### config.mk
export PLATFORM = sky130hd
export DESIGN_NAME = snn_image_sender_flat
export DESIGN_NICKNAME = d
export VERILOG_FILES = /design/src/rtl/snn_image_sender_if.sv /design/src/rtl/snn_image_sender.sv /design/src/flat_wrapper.sv
export SDC_FILE = /design/constraint.sdc
export NUM_CORES = 1
export LEC_CHECK = 0
export BUFFER_PORTS_ARGS = -buffer_cell sky130_fd_sc_hd__buf_4
export CAP_MARGIN = 20
export CELL_PAD_IN_SITES_DETAIL_PLACEMENT = 1
export CELL_PAD_IN_SITES_GLOBAL_PLACEMENT = 1
export CORE_MARGIN = 8
export CORE_UTILIZATION = 49
export DETAILED_ROUTE_END_ITERATION = 6
export GPL_TIMING_DRIVEN = 0
export PLACE_DENSITY_LB_ADDON = 0.1
export SETUP_SLACK_MARGIN = 0.1
export SYNTH_ARGS = -nofsm -noshare
export SYNTH_HDL_FRONTEND = slang
export SYNTH_SLANG_ARGS = --single-unit
### constraint.sdc
create_clock -name clk -period 5.3 [get_ports clk]
set_input_delay 0.53 -clock clk [delete_from_list [all_inputs] [get_ports clk]]
set_output_delay 0.53 -clock clk [all_outputs]
set_load 0.05 [all_outputs]
### src/rtl/snn_image_sender_if.sv
// Bus bundle between the image sender and its RAM, uart_tx, uart_rx and host.
interface snn_image_sender_if #(
  parameter int ADDR_WIDTH = 10
);
  logic                  start;
  logic [ADDR_WIDTH-1:0] ram_addr;
  logic                  ram_q;
  logic                  tx_start;
  logic [7:0]            tx_data;
  logic                  tx_rdy;
  logic                  rx_rdy;
  logic [7:0]            rx_data;
  logic                  busy;
  logic                  done;
  logic [3:0]            digit;
  logic                  err;

  modport master (
    input  start, ram_q, tx_rdy, rx_rdy, rx_data,
    output ram_addr, tx_start, tx_data, busy, done, digit, err
  );

  modport slave (
    output start, ram_q, tx_rdy, rx_rdy, rx_data,
    input  ram_addr, tx_start, tx_data, busy, done, digit, err
  );
endinterface

### src/rtl/snn_image_sender.sv
// Host-side initiator for the SNN UART image protocol: streams a 1-bpp image
// from RAM as LSB-first packed bytes, then waits for the classified digit.
module snn_image_sender #(
  parameter int NUM_PIXELS     = 784,
  parameter int ADDR_WIDTH     = 10,
  parameter int TIMEOUT_CYCLES = 50000000
) (
  input  logic                clk,
  input  logic                rst_n,
  snn_image_sender_if.master  bus
);
  localparam int NUM_BYTES = NUM_PIXELS / 8;
  localparam int BW        = $clog2(NUM_BYTES + 1);
  localparam int TW        = $clog2(TIMEOUT_CYCLES + 1);

  typedef enum logic [2:0] {IDLE, FETCH, SEND, WAIT_TX, WAIT_RESULT} state_t;

  state_t                state;
  logic [ADDR_WIDTH-1:0] pix_cnt;
  logic [2:0]            bit_cnt;
  logic [BW-1:0]         byte_cnt;
  logic [7:0]            shift;
  logic                  primed;
  logic                  tx_first;
  logic [TW-1:0]         tcnt;
  logic                  tx_start_r;
  logic [7:0]            tx_data_r;
  logic                  busy_r;
  logic                  done_r;
  logic [3:0]            digit_r;
  logic                  err_r;

  assign bus.ram_addr = pix_cnt;
  assign bus.tx_start = tx_start_r;
  assign bus.tx_data  = tx_data_r;
  assign bus.busy     = busy_r;
  assign bus.done     = done_r;
  assign bus.digit    = digit_r;
  assign bus.err      = err_r;

  // Main protocol FSM with registered outputs.
  always_ff @(posedge clk or negedge rst_n) begin
    if (!rst_n) begin
      state      <= IDLE;
      pix_cnt    <= '0;
      bit_cnt    <= '0;
      byte_cnt   <= '0;
      shift      <= '0;
      primed     <= 1'b0;
      tx_first   <= 1'b0;
      tcnt       <= '0;
      tx_start_r <= 1'b0;
      tx_data_r  <= '0;
      busy_r     <= 1'b0;
      done_r     <= 1'b0;
      digit_r    <= '0;
      err_r      <= 1'b0;
    end else begin
      tx_start_r <= 1'b0;
      done_r     <= 1'b0;
      err_r      <= 1'b0;
      case (state)
        IDLE: begin
          if (bus.start) begin
            state    <= FETCH;
            pix_cnt  <= '0;
            bit_cnt  <= '0;
            byte_cnt <= '0;
            shift    <= '0;
            primed   <= 1'b0;
            busy_r   <= 1'b1;
          end
        end
        FETCH: begin
          // The address stops advancing after the 8th pixel of the byte so it
          // never runs past the last pixel; WAIT_TX steps it to the next byte.
          if (!primed || bit_cnt < 3'd6) pix_cnt <= pix_cnt + 1'b1;
          if (!primed) begin
            primed <= 1'b1;
          end else begin
            shift[bit_cnt] <= bus.ram_q;
            if (bit_cnt == 3'd7) begin
              bit_cnt <= '0;
              primed  <= 1'b0;
              state   <= SEND;
            end else begin
              bit_cnt <= bit_cnt + 1'b1;
            end
          end
        end
        SEND: begin
          if (bus.tx_rdy) begin
            tx_data_r  <= shift;
            tx_start_r <= 1'b1;
            tx_first   <= 1'b1;
            state      <= WAIT_TX;
          end
        end
        WAIT_TX: begin
          if (tx_first) begin
            tx_first <= 1'b0;
          end else if (bus.tx_rdy) begin
            if (byte_cnt == BW'(NUM_BYTES - 1)) begin
              tcnt  <= '0;
              state <= WAIT_RESULT;
            end else begin
              byte_cnt <= byte_cnt + 1'b1;
              pix_cnt  <= pix_cnt + 1'b1;
              state    <= FETCH;
            end
          end
        end
        WAIT_RESULT: begin
          if (bus.rx_rdy) begin
            if (bus.rx_data <= 8'd9) begin
              digit_r <= bus.rx_data[3:0];
              done_r  <= 1'b1;
            end else begin
              err_r <= 1'b1;
            end
            busy_r <= 1'b0;
            state  <= IDLE;
          end else if (tcnt == TW'(TIMEOUT_CYCLES - 1)) begin
            err_r  <= 1'b1;
            busy_r <= 1'b0;
            state  <= IDLE;
          end else begin
            tcnt <= tcnt + 1'b1;
          end
        end
        default: state <= IDLE;
      endcase
    end
  end
endmodule

### src/flat_wrapper.sv
// flat-port wrapper written by rule: the top's interface ports become plain ports
module snn_image_sender_flat 
#(
  parameter int NUM_PIXELS     = 784,
  parameter int ADDR_WIDTH     = 10,
  parameter int TIMEOUT_CYCLES = 50000000
)
  (clk, rst_n, bus_start, bus_ram_q, bus_tx_rdy, bus_rx_rdy, bus_rx_data, bus_ram_addr, bus_tx_start, bus_tx_data, bus_busy, bus_done, bus_digit, bus_err);
  snn_image_sender_if #(.ADDR_WIDTH(ADDR_WIDTH)) bus_i ();
  input  logic clk;
  input  logic rst_n;
  input wire logic [$bits(bus_i.start)-1:0] bus_start;
  input wire logic [$bits(bus_i.ram_q)-1:0] bus_ram_q;
  input wire logic [$bits(bus_i.tx_rdy)-1:0] bus_tx_rdy;
  input wire logic [$bits(bus_i.rx_rdy)-1:0] bus_rx_rdy;
  input wire logic [$bits(bus_i.rx_data)-1:0] bus_rx_data;
  output wire logic [$bits(bus_i.ram_addr)-1:0] bus_ram_addr;
  output wire logic [$bits(bus_i.tx_start)-1:0] bus_tx_start;
  output wire logic [$bits(bus_i.tx_data)-1:0] bus_tx_data;
  output wire logic [$bits(bus_i.busy)-1:0] bus_busy;
  output wire logic [$bits(bus_i.done)-1:0] bus_done;
  output wire logic [$bits(bus_i.digit)-1:0] bus_digit;
  output wire logic [$bits(bus_i.err)-1:0] bus_err;
  assign bus_i.start = bus_start;
  assign bus_i.ram_q = bus_ram_q;
  assign bus_i.tx_rdy = bus_tx_rdy;
  assign bus_i.rx_rdy = bus_rx_rdy;
  assign bus_i.rx_data = bus_rx_data;
  assign bus_ram_addr = bus_i.ram_addr;
  assign bus_tx_start = bus_i.tx_start;
  assign bus_tx_data = bus_i.tx_data;
  assign bus_busy = bus_i.busy;
  assign bus_done = bus_i.done;
  assign bus_digit = bus_i.digit;
  assign bus_err = bus_i.err;
  snn_image_sender #(.NUM_PIXELS(NUM_PIXELS), .ADDR_WIDTH(ADDR_WIDTH), .TIMEOUT_CYCLES(TIMEOUT_CYCLES)) u_core (.clk(clk), .rst_n(rst_n), .bus(bus_i));
endmodule
* After elaboration in Yosys (flattened, before gate mapping)
Cells that the tools add are included.
W data, S select, Z words.
** Word-level totals
- Register bits :: 75
- Input bits :: 14
** Operators by class
- Add/subtract/negate cells :: 4
- Magnitude comparators :: 4
- Equality and inequality tests :: 19
- Muxes and demuxes :: 56
- Reductions and logical operators :: 20
** Operators with widths (count)
- $mux W26 :: 5
- $pmux W26 S2 :: 1
- $mux W10 :: 5
- $mux W3 :: 12
- $pmux W10 S3 :: 1
- $mux W7 :: 4
- $add A26 B1 Y26 const B :: 1
- $eq A26 B26 Y1 const B :: 1
- $mux W1 :: 17
- $mux W8 :: 2
- $pmux W8 S2 :: 1
- $pmux W3 S5 :: 1
- $ne A2 B2 Y1 const B :: 7
- $pmux W7 S2 :: 1
- $reduce_and A6 Y1 :: 2
- $add A10 B1 Y10 const B :: 1
- $reduce_bool A2 Y1 :: 5
- $reduce_and A3 Y1 :: 3
- $bwmux W8 :: 1
- $le A8 B4 Y1 const B :: 1
- $ne A2 B1 Y1 const B :: 4
- $add A7 B1 Y7 const B :: 1
- $eq A7 B7 Y1 const B :: 1
- $reduce_and A7 Y1 :: 1
- other kinds (18) :: 24

* Depth between registers and ports, before layout
Gate-level depths: netlist (run 1).
- Depth after elaboration :: 7
- Gate-level depth with buffers :: 9

* Worst setup path after synthesis (run 1)
OpenSTA, ideal clock, no wires.
- Kind :: flip-flop to flip-flop
- Start :: register u_core.byte_cnt[0]
- End :: register u_core.pix_cnt[9], in the netlist u_core.bus.ram_addr[9]
- Setup time :: 0.078 ns
- Arrival time :: 2.133 ns
- Required time :: 5.222 ns
- Path slack :: 3.089 ns
- Stages on the path, launching flop included :: 8
- Buffers on the path :: 1
- Period minus slack after synthesis :: 2.211 ns
- Cell sequence :: dfrtp_1 ha_1 nor4bb_1 a21bo_1 a2111o_1 clkbuf_1 or4_1 a21oi_1
** Between the ends
- Longest elaborated chain between the ends :: 3
** RTL lines
- from (decl) :: line snn_image_sender.sv:21 : logic [BW-1:0] byte_cnt;
- from (signal assigned) :: line snn_image_sender.sv:107 : byte_cnt <= byte_cnt + 1'b1;
- $eq A7 B7 Y1 :: line snn_image_sender.sv:103 : if (byte_cnt == BW'(NUM_BYTES - 1)) begin
- $ne A2 B2 Y1 (no source line)
- $reduce_and A6 Y1 (no source line)
- to (signal assigned) :: line snn_image_sender.sv:77 : if (!primed || bit_cnt < 3'd6) pix_cnt <= pix_cnt + 1'b1;
- to (signal assigned) :: line snn_image_sender.sv:108 : pix_cnt <= pix_cnt + 1'b1;
- to (decl) :: line snn_image_sender.sv:19 : logic [ADDR_WIDTH-1:0] pix_cnt;
No other way between the ends.
A chain may end at the register's enable or synchronous reset.

* Final worst setup path (run 1)
- Start :: register u_core.state[1]
- End :: register u_core.pix_cnt[2], in the netlist u_core.bus.ram_addr[2]
** Between the ends
- Longest elaborated chain between the ends :: 3
- Elaborated cells between the ends (all ways) :: 11
- Those cells by class :: 7 x eq/ne; 1 x mux; 3 x reduce/logical
** RTL lines
- from (decl) :: line snn_image_sender.sv:18 : state_t state;
- from (signal assigned) :: line snn_image_sender.sv:44 : state <= IDLE;
- from (signal assigned) :: line snn_image_sender.sv:65 : state <= FETCH;
- from (signal assigned) :: line snn_image_sender.sv:85 : state <= SEND;
- $eq A3 B1 Y1, or another cell as far along :: line snn_image_sender.sv:62 : case (state)
- $ne A2 B1 Y1 (no source line), or another cell as far along
- $reduce_and A6 Y1 (no source line)
Parallel ways exist; a longest one is shown, timed or not.

==> metrics.yaml, run 1 <==
fin_nets: 486
post_cts_resized: 0
io_pins: 40
worstSetupPathType: "register to register"
synthesis.area_um2: 3940
fmax_mhz: 382
die_w_um: 106
mostFrequentLayoutCells: "75 x dfrtp_1, 49 x nand2_1, 39 x buf_4"
synth_fp_nets: 435
startpoint_type: "register"
hold_ws_ns: 0.306
use_met1_pct: 25.1
overflow: 0
post-route-min-period_ns: 2.62
synth_top_area_share_pct: 47.7
yosys.area.top_type: "dfrtp_1"
antenna_cells: 0
io_buffers: 39
wl_um: 10900
core_area_um2: 7770
num_vias: 3529
ys_seq_area_share_pct: 47.7
start_util_pct: 50.7
min_period_over_period_pct: 49.4
hold_class: "primary input to asynchronous set/reset pin"
cp.arrival_ns: 2.87
ctsHoldBuffers: 0
htreeDepth: 3
antenna_found_initial: 0
crit_path_end_kind: "register"
track_usage_pct: 20.3
vias_per_cell: 6.16
cp_max_fo: 10
ys.warnings.count: 0
fin_ws_ns: 2.68
avgRoutedWirePerCell_um: 19.0
finalClockSkew_ns: 0.0102
final_common_cell: "dfrtp_1"
worst_pin_slew_ns: 1.05
power.total_mw: 1.90
synth_edf_count: 0
intPower_mw: 1.16
hold_viol: 0
grt.busiest_layer: "met2"
syn_to_final_growth_pct: 16.6
slew_viol_final: 0
slowest_delay_ns: 0.87
grtUsageMet2_pct: 35.3
ys_ff_latch: 75
pwr-share-seq_pct: 38.7
cts.sinks: 75
cts_setup_buffers: 0
finalSetupViolations: 0
netlist_instances: 415
clk_pin_slew_worst_paths_ns: 0.08
status: "finished, final reports clean"
syn_avg_cell_area_um2: 9.48
cts_buffers: 9
clockRootBuffer: "clkbuf_8"
postRouteAntennaNets: 0
vdd_drop_max_mv: 0.143
dp_slack_ns: 2.75
std_cell_rows: 32
async_flop_share_pct: 100
cp_slowest_cell: "nor3b_1"
die_height_um: 106
hpwl_um: 7420
combPwrFrac_pct: 34.4
crit_required_ns: 5.55
fin_tns_setup_ns: 0
path_delay_family: "simple AND/OR/NAND/NOR gates"
rsz0062_at_grt: "no"
dieArea_um2: 11200
slew_headroom_pct: 29.7
sw_frac_of_total_pct: 39.1
power_switching_mw: 0.742
drtIter0Drc: 154
cap_violations: 0
grt_max_degree: 76
cts_tree: "built"
path_cells: "buf_2 > nor3b_1 > a32o_1 > a2111o_1 > clkbuf_1 > nor4b_1 > a31o_2"
grt_first_pass_wirelength_um: 18800
path_buf_inv: 2
dr.pass1.iters: 4
clockBufferDepth: 2
synth.area.top_cells: "dfrtp_1 48%, nand2_1 4.7%, o21ai_0 4.5%"
p_leak_nw: 2.02
layout-drive-gt1-share_pct: 18.0
synth_cell_type_count: 62
drc_errors: 0
pwr-share-clk_pct: 26.9
grtUsageMet3_pct: 3.71
synth_ff_type: "dfrtp_1"
clock_latency_ns: 0.35
grt_pass1_vias: 3717
place.gp.congestion: 0.833
p_per_area_nw_per_um2: 414
==> area by class of cell <==
class,count,area (um2)
clock buffers,11,141
inverters,12,45.0
multi-input cells,305,1910
flip-flops and latches,75,1880
plain buffers,23,98.8
well taps,102,128
clock inverters,5,85.1
fillers,916,3180
repair buffers,40,298
==> state kept, by name, indices dropped and copies added, names as in the netlist, 3 cells and up <==
signal	cells
u_core.bit_cnt	3
u_core.bus.digit	4
u_core.bus.ram_addr	10
u_core.bus.tx_data	8
u_core.byte_cnt	7
u_core.shift	8
u_core.state	3
u_core.tcnt	26
==> cell usage after synthesis (2+ instances only) <==
cell type,n
dfrtp_1,75
nand2_1,49
o21ai_0,35
nand3_1,28
nor2_1,21
a31oi_1,14
clkbuf_1,13
nand4_1,13
a21oi_1,12
inv_1,11
nor3_1,11
buf_2,10
mux2_2,9
or4_1,8
or3_1,7
ha_1,6
o31ai_1,6
and3_1,5
nor4_1,5
o211ai_1,5
xor2_1,5
a21o_1,4
a22o_1,4
a211o_1,3
a21boi_0,3
a22oi_1,3
and2_1,3
nand2b_1,3
nor2b_1,3
nor4b_1,3
a32o_1,2
nor3b_1,2
o21a_1,2
o22a_1,2
o2bb2ai_1,2
o41ai_1,2
==> per-stage QoR <==
step                cell area (um2)  std cells  utilization, %
floorplan                      3940        415               -
global placement               4360        556            56.1
global route                   4590        573            59.1
finish                         4590        573            59.1
CTS                            4590        573            59.1
detailed placement             4360        557            56.1
==> layer usage <==
layer	vias up	wire length (um)
met4	0	162
met2	54	5520
met3	17	334
met1	1802	4860
met5	-	0
li1	1656	-
==> path summary, 6_finish.rpt <==
path / cells past startpoint / startpoint / end / slack, ns
setup / recovery: 7 / u_core.state[1] / u_core.bus.ram_addr[2] / 2.68
hold / removal: 1 / rst_n / u_core.bus.ram_addr[8] / 0.31
setup reg to reg: 7 / u_core.state[1] / u_core.bus.ram_addr[2] / 2.68
hold reg to reg: 2 / u_core.bus.digit[0] / u_core.bus.digit[0] / 0.48
max in group asynchronous: 1 / rst_n / u_core.tcnt[5] / 4.34
min in group clk: 3 / bus_rx_data[0] / u_core.bus.digit[0] / 0.36
==> power groups by stage <==
stage / clock [mW] / sequential [mW] / combinational (mW)
after floorplan: 0 / 0.866 / 0.317
after global placement: 0 / 0.737 / 0.620
after detailed placement: 0 / 0.745 / 0.648
after CTS: 0.517 / 0.735 / 0.659
after global routing: 0.541 / 0.750 / 0.719
final: 0.510 / 0.736 / 0.654
==> kinds of logic (layout without fill, tap and decap cells) <==
family	after synthesis	after routing	share of synthesized area [%]
fa+ha+maj	6	6	1.91
compound gates	111	111	19.3
buf+inv	35	91	3.66
flops	75	75	47.7
simple gates	173	173	23.5
xor+xnor	5	5	1.11
mux	10	10	2.83
Note: power is estimated with default switching activity, not from simulation.
==> inputs of run 2 (changes only) <==
Settings changed: CORE_UTILIZATION 49 to 41.
Clock period 5.3 ns to 2.16 ns, I/O delays scaled along.
==> run 2 against run 1 <==
Effect of this change: register-to-register slack worse by 2.8 ns; clock skew increased by 0.0032 ns; core utilization is 0.80 points lower; largest cell class unchanged; the run now ends with negative setup slack left; largest power group is now combinational cells; first-iteration DRC count is 20% higher; routed wire length grew 15%; via count rose by 6.0%; total power increased to 2.6 times the previous value; non-clock buffer count grew 45; highest routed layer unchanged; combinational power increased to 3.0 times the previous value.
==> metrics.yaml, run 2 (same netlist as run 1, synthesis figures left out) <==
layout-drive-gt1-share_pct: 36.7
clk_pin_slew_worst_paths_ns: 0.09
fin_ws_ns: -0.0791
die_height_um: 114
fmax_mhz: 447
post-route-min-period_ns: 2.24
slew_viol_final: 0
status: "finished, violations left"
worst_pin_slew_ns: 0.978
cts_tree: "built"
vdd_drop_max_mv: 0.424
hold_viol: 0
hold_ws_ns: 0.0171
dr.pass1.iters: 4
die_w_um: 114
p_leak_nw: 2.36
clockBufferDepth: 2
antenna_cells: 0
crit_required_ns: 2.41
min_period_over_period_pct: 104
drc_errors: 0
clockRootBuffer: "clkbuf_8"
cap_violations: 0
fin_nets: 531
grt_first_pass_wirelength_um: 19500
overflow: 0
core_area_um2: 9280
dieArea_um2: 13000
syn_to_final_growth_pct: 37.4
vias_per_cell: 5.81
largest_register: "u_core.tcnt"
path_delay_family: "compound AO/OA/AOI/OAI gates"
path_cells: "and4_1 > buf_6 > nand4_1 > o41ai_4 > buf_4 > buf_6 > nor4_1 > a211o_1"
largest_register_ff_count: 26
wl_um: 12500
place_inst: 584
track_usage_pct: 18.5
grt_pass1_vias: 3897
std_cell_rows: 35
finalSetupViolations: 10
place.gp.congestion: 0.806
postRouteAntennaNets: 0
startpoint_type: "register"
slew_headroom_pct: 34.8
p_per_area_nw_per_um2: 927
cts.sinks: 75
cp_slowest_cell: "o41ai_4"
ctsHoldBuffers: 0
finalClockSkew_ns: 0.0134
antenna_found_initial: 0
clock_latency_ns: 0.36
hpwl_um: 7500
violations: "negative setup slack"
final_common_cell: "buf_4"
avgRoutedWirePerCell_um: 19.4
crit_path_frequent_cell: "buf_6"
grt_max_degree: 76
hold_class: "primary input to asynchronous set/reset pin"
cp_max_fo: 6
worstSetupPathType: "register to register"
cp.arrival_ns: 2.49
start_util_pct: 42.4
fin_cells: 644
io_pins: 40
cts_buffers: 9
drtIter0Drc: 185
crit_path_end_kind: "register"
htreeDepth: 3
io_buffers: 39
path_buf_inv: 3
rsz0062_at_grt: "yes"
mostFrequentLayoutCells: "75 x buf_4, 65 x dfrtp_1, 48 x nand2_1"
slowest_delay_ns: 0.52
num_vias: 3742
run 2: final cells by class:
cell class / count / area [um2]
repair buffers: 85 / 691
clock buffers: 9 / 124
well taps: 129 / 161
inverters: 12 / 50.0
fillers: 1055 / 3880
plain buffers: 23 / 191
clock inverters: 6 / 90.1
multi-input cells: 305 / 2210
flip-flops and latches: 75 / 1890
run 2: routing by layer:
layer,GRT usage (%),part of all wire (%),vias up
met5,0,0,-
met4,5.59,1.6,0
met3,3.86,3.6,17
met2,32.3,53,80
met1,22.3,42,1905
li1,-,-,1740
run 2: report_power, final:
part / total, mW / leakage, nW / switching (mW) / internal, mW
combinational: 1.97 / 1.30 / 1.18 / 0.794
sequential: 1.82 / 0.956 / 0.205 / 1.62
clock: 1.22 / 0.106 / 0.570 / 0.649
total: 5.01 / 2.36 / 1.95 / 3.06
run 2: worst paths after layout:
path,from,end,slack (ns),cells after the start
setup reg to reg,u_core.tcnt[13],u_core.tcnt[17],-0.08,8
hold / removal,rst_n,u_core.bus.ram_addr[8],0.02,1
setup / recovery,u_core.tcnt[13],u_core.tcnt[17],-0.08,8
hold reg to reg,u_core.bus.busy,u_core.bus.busy,0.48,1
max in group asynchronous,rst_n,u_core.tcnt[13],1.46,1
min in group clk,bus_rx_data[0],u_core.bus.digit[0],0.07,3
run 2: worst register-to-register path, delay by kind of cell (launching register included):
kind	cells	cell delay, ns
flip-flops	1	0.42
AO/OA/AOI/OAI	2	0.76
AND/OR/NAND/NOR	3	0.48
buffers and inverters	3	0.48
run 2: repair_timing:
item	4_1_cts	5_1_grt
endpoints found under the setup margin	54	55
gates cloned	0	1
resized for setup	39	70
setup buffers	25	20
hold endpoints to repair	0	0
pin swaps	23	24
run 2: per-stage QoR:
step | utilization, % | TNS, ns | instance area, um2 | worst slack, ns | power [mW]
finish | 58.2 | -0.308 | 5410 | -0.0791 | 5.01
floorplan | - | 0 | 3980 | 0.0463 | 2.94
detailed placement | 47.8 | -9.55 | 4440 | -0.431 | 3.45
CTS | 53.8 | 0 | 4990 | 0.0309 | 4.83
global placement | 47.7 | -8.50 | 4430 | -0.370 | 3.38
global route | 58.2 | -2.07 | 5410 | -0.138 | 5.30
==> inputs of run 3 (changes only) <==
--- a/config.mk
+++ b/config.mk
@@ -15,5 +15,4 @@
 export GPL_TIMING_DRIVEN = 0
 export PLACE_DENSITY_LB_ADDON = 0.1
-export SETUP_SLACK_MARGIN = 0.1
 export SYNTH_ARGS = -nofsm -noshare
 export SYNTH_HDL_FRONTEND = slang
==> constraint.sdc (replaced) <==
create_clock -name clk -period 2.16 [get_ports clk]
set_input_delay 0.216 -clock clk [delete_from_list [all_inputs] [get_ports clk]]
set_output_delay 0.216 -clock clk [all_outputs]
set_load 0.005 [all_outputs]
==> run 3 against run 2 <==
Effect of this change: critical path type unchanged; clock power barely moved; clock skew is 0.0043 ns lower; combinational power decreased by 21%; the run ends with negative hold slack, negative setup slack left.
==> metrics.yaml, run 3 (same netlist as run 1, synthesis figures left out) <==
status: "finished, violations left"
violations: "negative hold slack, negative setup slack"
pwr-share-clk_pct: 26.9
overflow: 0
path_delay_family: "compound AO/OA/AOI/OAI gates"
finalSetupViolations: 2
worst_pin_slew_ns: 0.995
min_period_over_period_pct: 100
dieArea_um2: 13000
worstSetupPathType: "register to register"
largest_register_ff_count: 26
cp_max_fo: 10
ctsHoldBuffers: 0
die_w_um: 114
dp_slack_ns: -0.370
place_inst: 584
crit_path_end_kind: "register"
mostFrequentLayoutCells: "75 x buf_4, 64 x dfrtp_1, 48 x nand2_1"
pwr-share-seq_pct: 39.4
cts.sinks: 75
cts_tree: "built"
dpl_cell_area_um2: 4400
power_switching_mw: 1.59
grt_max_degree: 76
io_buffers: 39
start_util_pct: 42.4
place.gp.congestion: 0.808
cp_slowest_cell: "dfrtp_1"
fmax_mhz: 462
p_leak_nw: 2.24
post-route-min-period_ns: 2.16
final_area_um2: 5150
vdd_drop_max_mv: 0.350
track_usage_pct: 17.8
sw_frac_of_total_pct: 34.7
slew_headroom_pct: 33.7
final_common_cell: "buf_4"
layout-drive-gt1-share_pct: 32.1
cts_buffers: 9
grt_first_pass_wirelength_um: 18700
intPower_mw: 2.99
fin_cells: 634
fin_ws_ns: -0.00251
rsz0062_at_grt: "yes"
postRouteAntennaNets: 0
htreeDepth: 3
drtIter0Drc: 159
final_core_util_pct: 55.5
syn_to_final_growth_pct: 30.9
clk_pin_slew_worst_paths_ns: 0.09
combPwrFrac_pct: 33.7
grt_pass1_vias: 3721
hpwl_um: 7480
fin_tns_setup_ns: -0.00345
path_buf_inv: 3
hold_ws_ns: -0.00653
finalClockSkew_ns: 0.00906
wl_um: 11600
io_pins: 40
fin_nets: 520
crit_required_ns: 2.44
antenna_cells: 0
hold_class: "primary input to asynchronous set/reset pin"
cap_violations: 0
avgRoutedWirePerCell_um: 18.4
std_cell_rows: 35
drc_errors: 0
startpoint_type: "register"
clockRootBuffer: "clkbuf_8"
clock_latency_ns: 0.36
largest_register: "u_core.tcnt"
core_area_um2: 9280
slew_viol_final: 0
antenna_found_initial: 0
p_per_area_nw_per_um2: 890
hold_viol: 2
die_height_um: 114
cp.arrival_ns: 2.45
dr.pass1.iters: 4
vias_per_cell: 5.79
num_vias: 3671
power.total_mw: 4.59
path_cells: "buf_4 > and3_1 > a32o_2 > a2111o_1 > clkbuf_8 > buf_6 > or3_4 > a21oi_2"
clockBufferDepth: 2
slowest_delay_ns: 0.41
==> run 3: cell types whose count changed in the layout (fill, tap and decap cells not counted), sizes merged <==
cell	change
buf	-12
clkbuf	+2
clkinv	-1
clkinvlp	+1
==> run 3: final cells by class <==
cell class                      count  area, um2
Buffer                             19        129
Clock buffer                       10        128
Clock inverter                      6       88.8
Fill cell                        1054       4130
Inverter                           12       50.0
Multi-Input combinational cell    305       2090
Sequential cell                    75       1890
Tap cell                          129        161
Timing Repair Buffer               78        616
==> run 3: power by group through the flow <==
stage	Sequential, mW	Clock, mW	Combinational, mW
6_report	1.81	1.23	1.55
5_1_grt	1.84	1.31	1.70
4_1_cts	1.80	1.26	1.46
3_5_place_dp	1.82	0	1.27
3_3_place_gp	1.81	0	1.21
2_1_floorplan	1.79	0	0.805
==> run 3: routing by layer <==
| layer | vias up | global-route usage [%] | part of all wire [%] |
|---|---|---|---|
| met5 | - | 0 | 0 |
| met4 | 0 | 6.65 | 1.0 |
| met3 | 10 | 2.85 | 3.5 |
| met2 | 55 | 31.3 | 52 |
| met1 | 1885 | 21.4 | 44 |
| li1 | 1721 | - | - |
==> run 3: timing repair <==
item / 4_1_cts / 5_1_grt
pin swaps: 11 / 13
setup endpoints to repair: 47 / 37
setup buffers: 18 / 19
resized for setup: 37 / 36
cloned: 0 / 1
==> run 3: path summary, 6_finish.rpt <==
kind | cells after the start | from | end | slack [ns]
max | 8 | u_core.bit_cnt[2] | u_core.bus.ram_addr[7] | -0.003
min | 1 | rst_n | u_core.bus.ram_addr[9] | -0.007
max reg2reg | 8 | u_core.bit_cnt[2] | u_core.bus.ram_addr[7] | -0.003
min reg2reg | 2 | u_core.bus.digit[0] | u_core.bus.digit[0] | 0.49
max in group asynchronous | 1 | rst_n | u_core.tcnt[18] | 1.44
min in group clk | 3 | bus_rx_data[0] | u_core.bus.digit[0] | 0.05
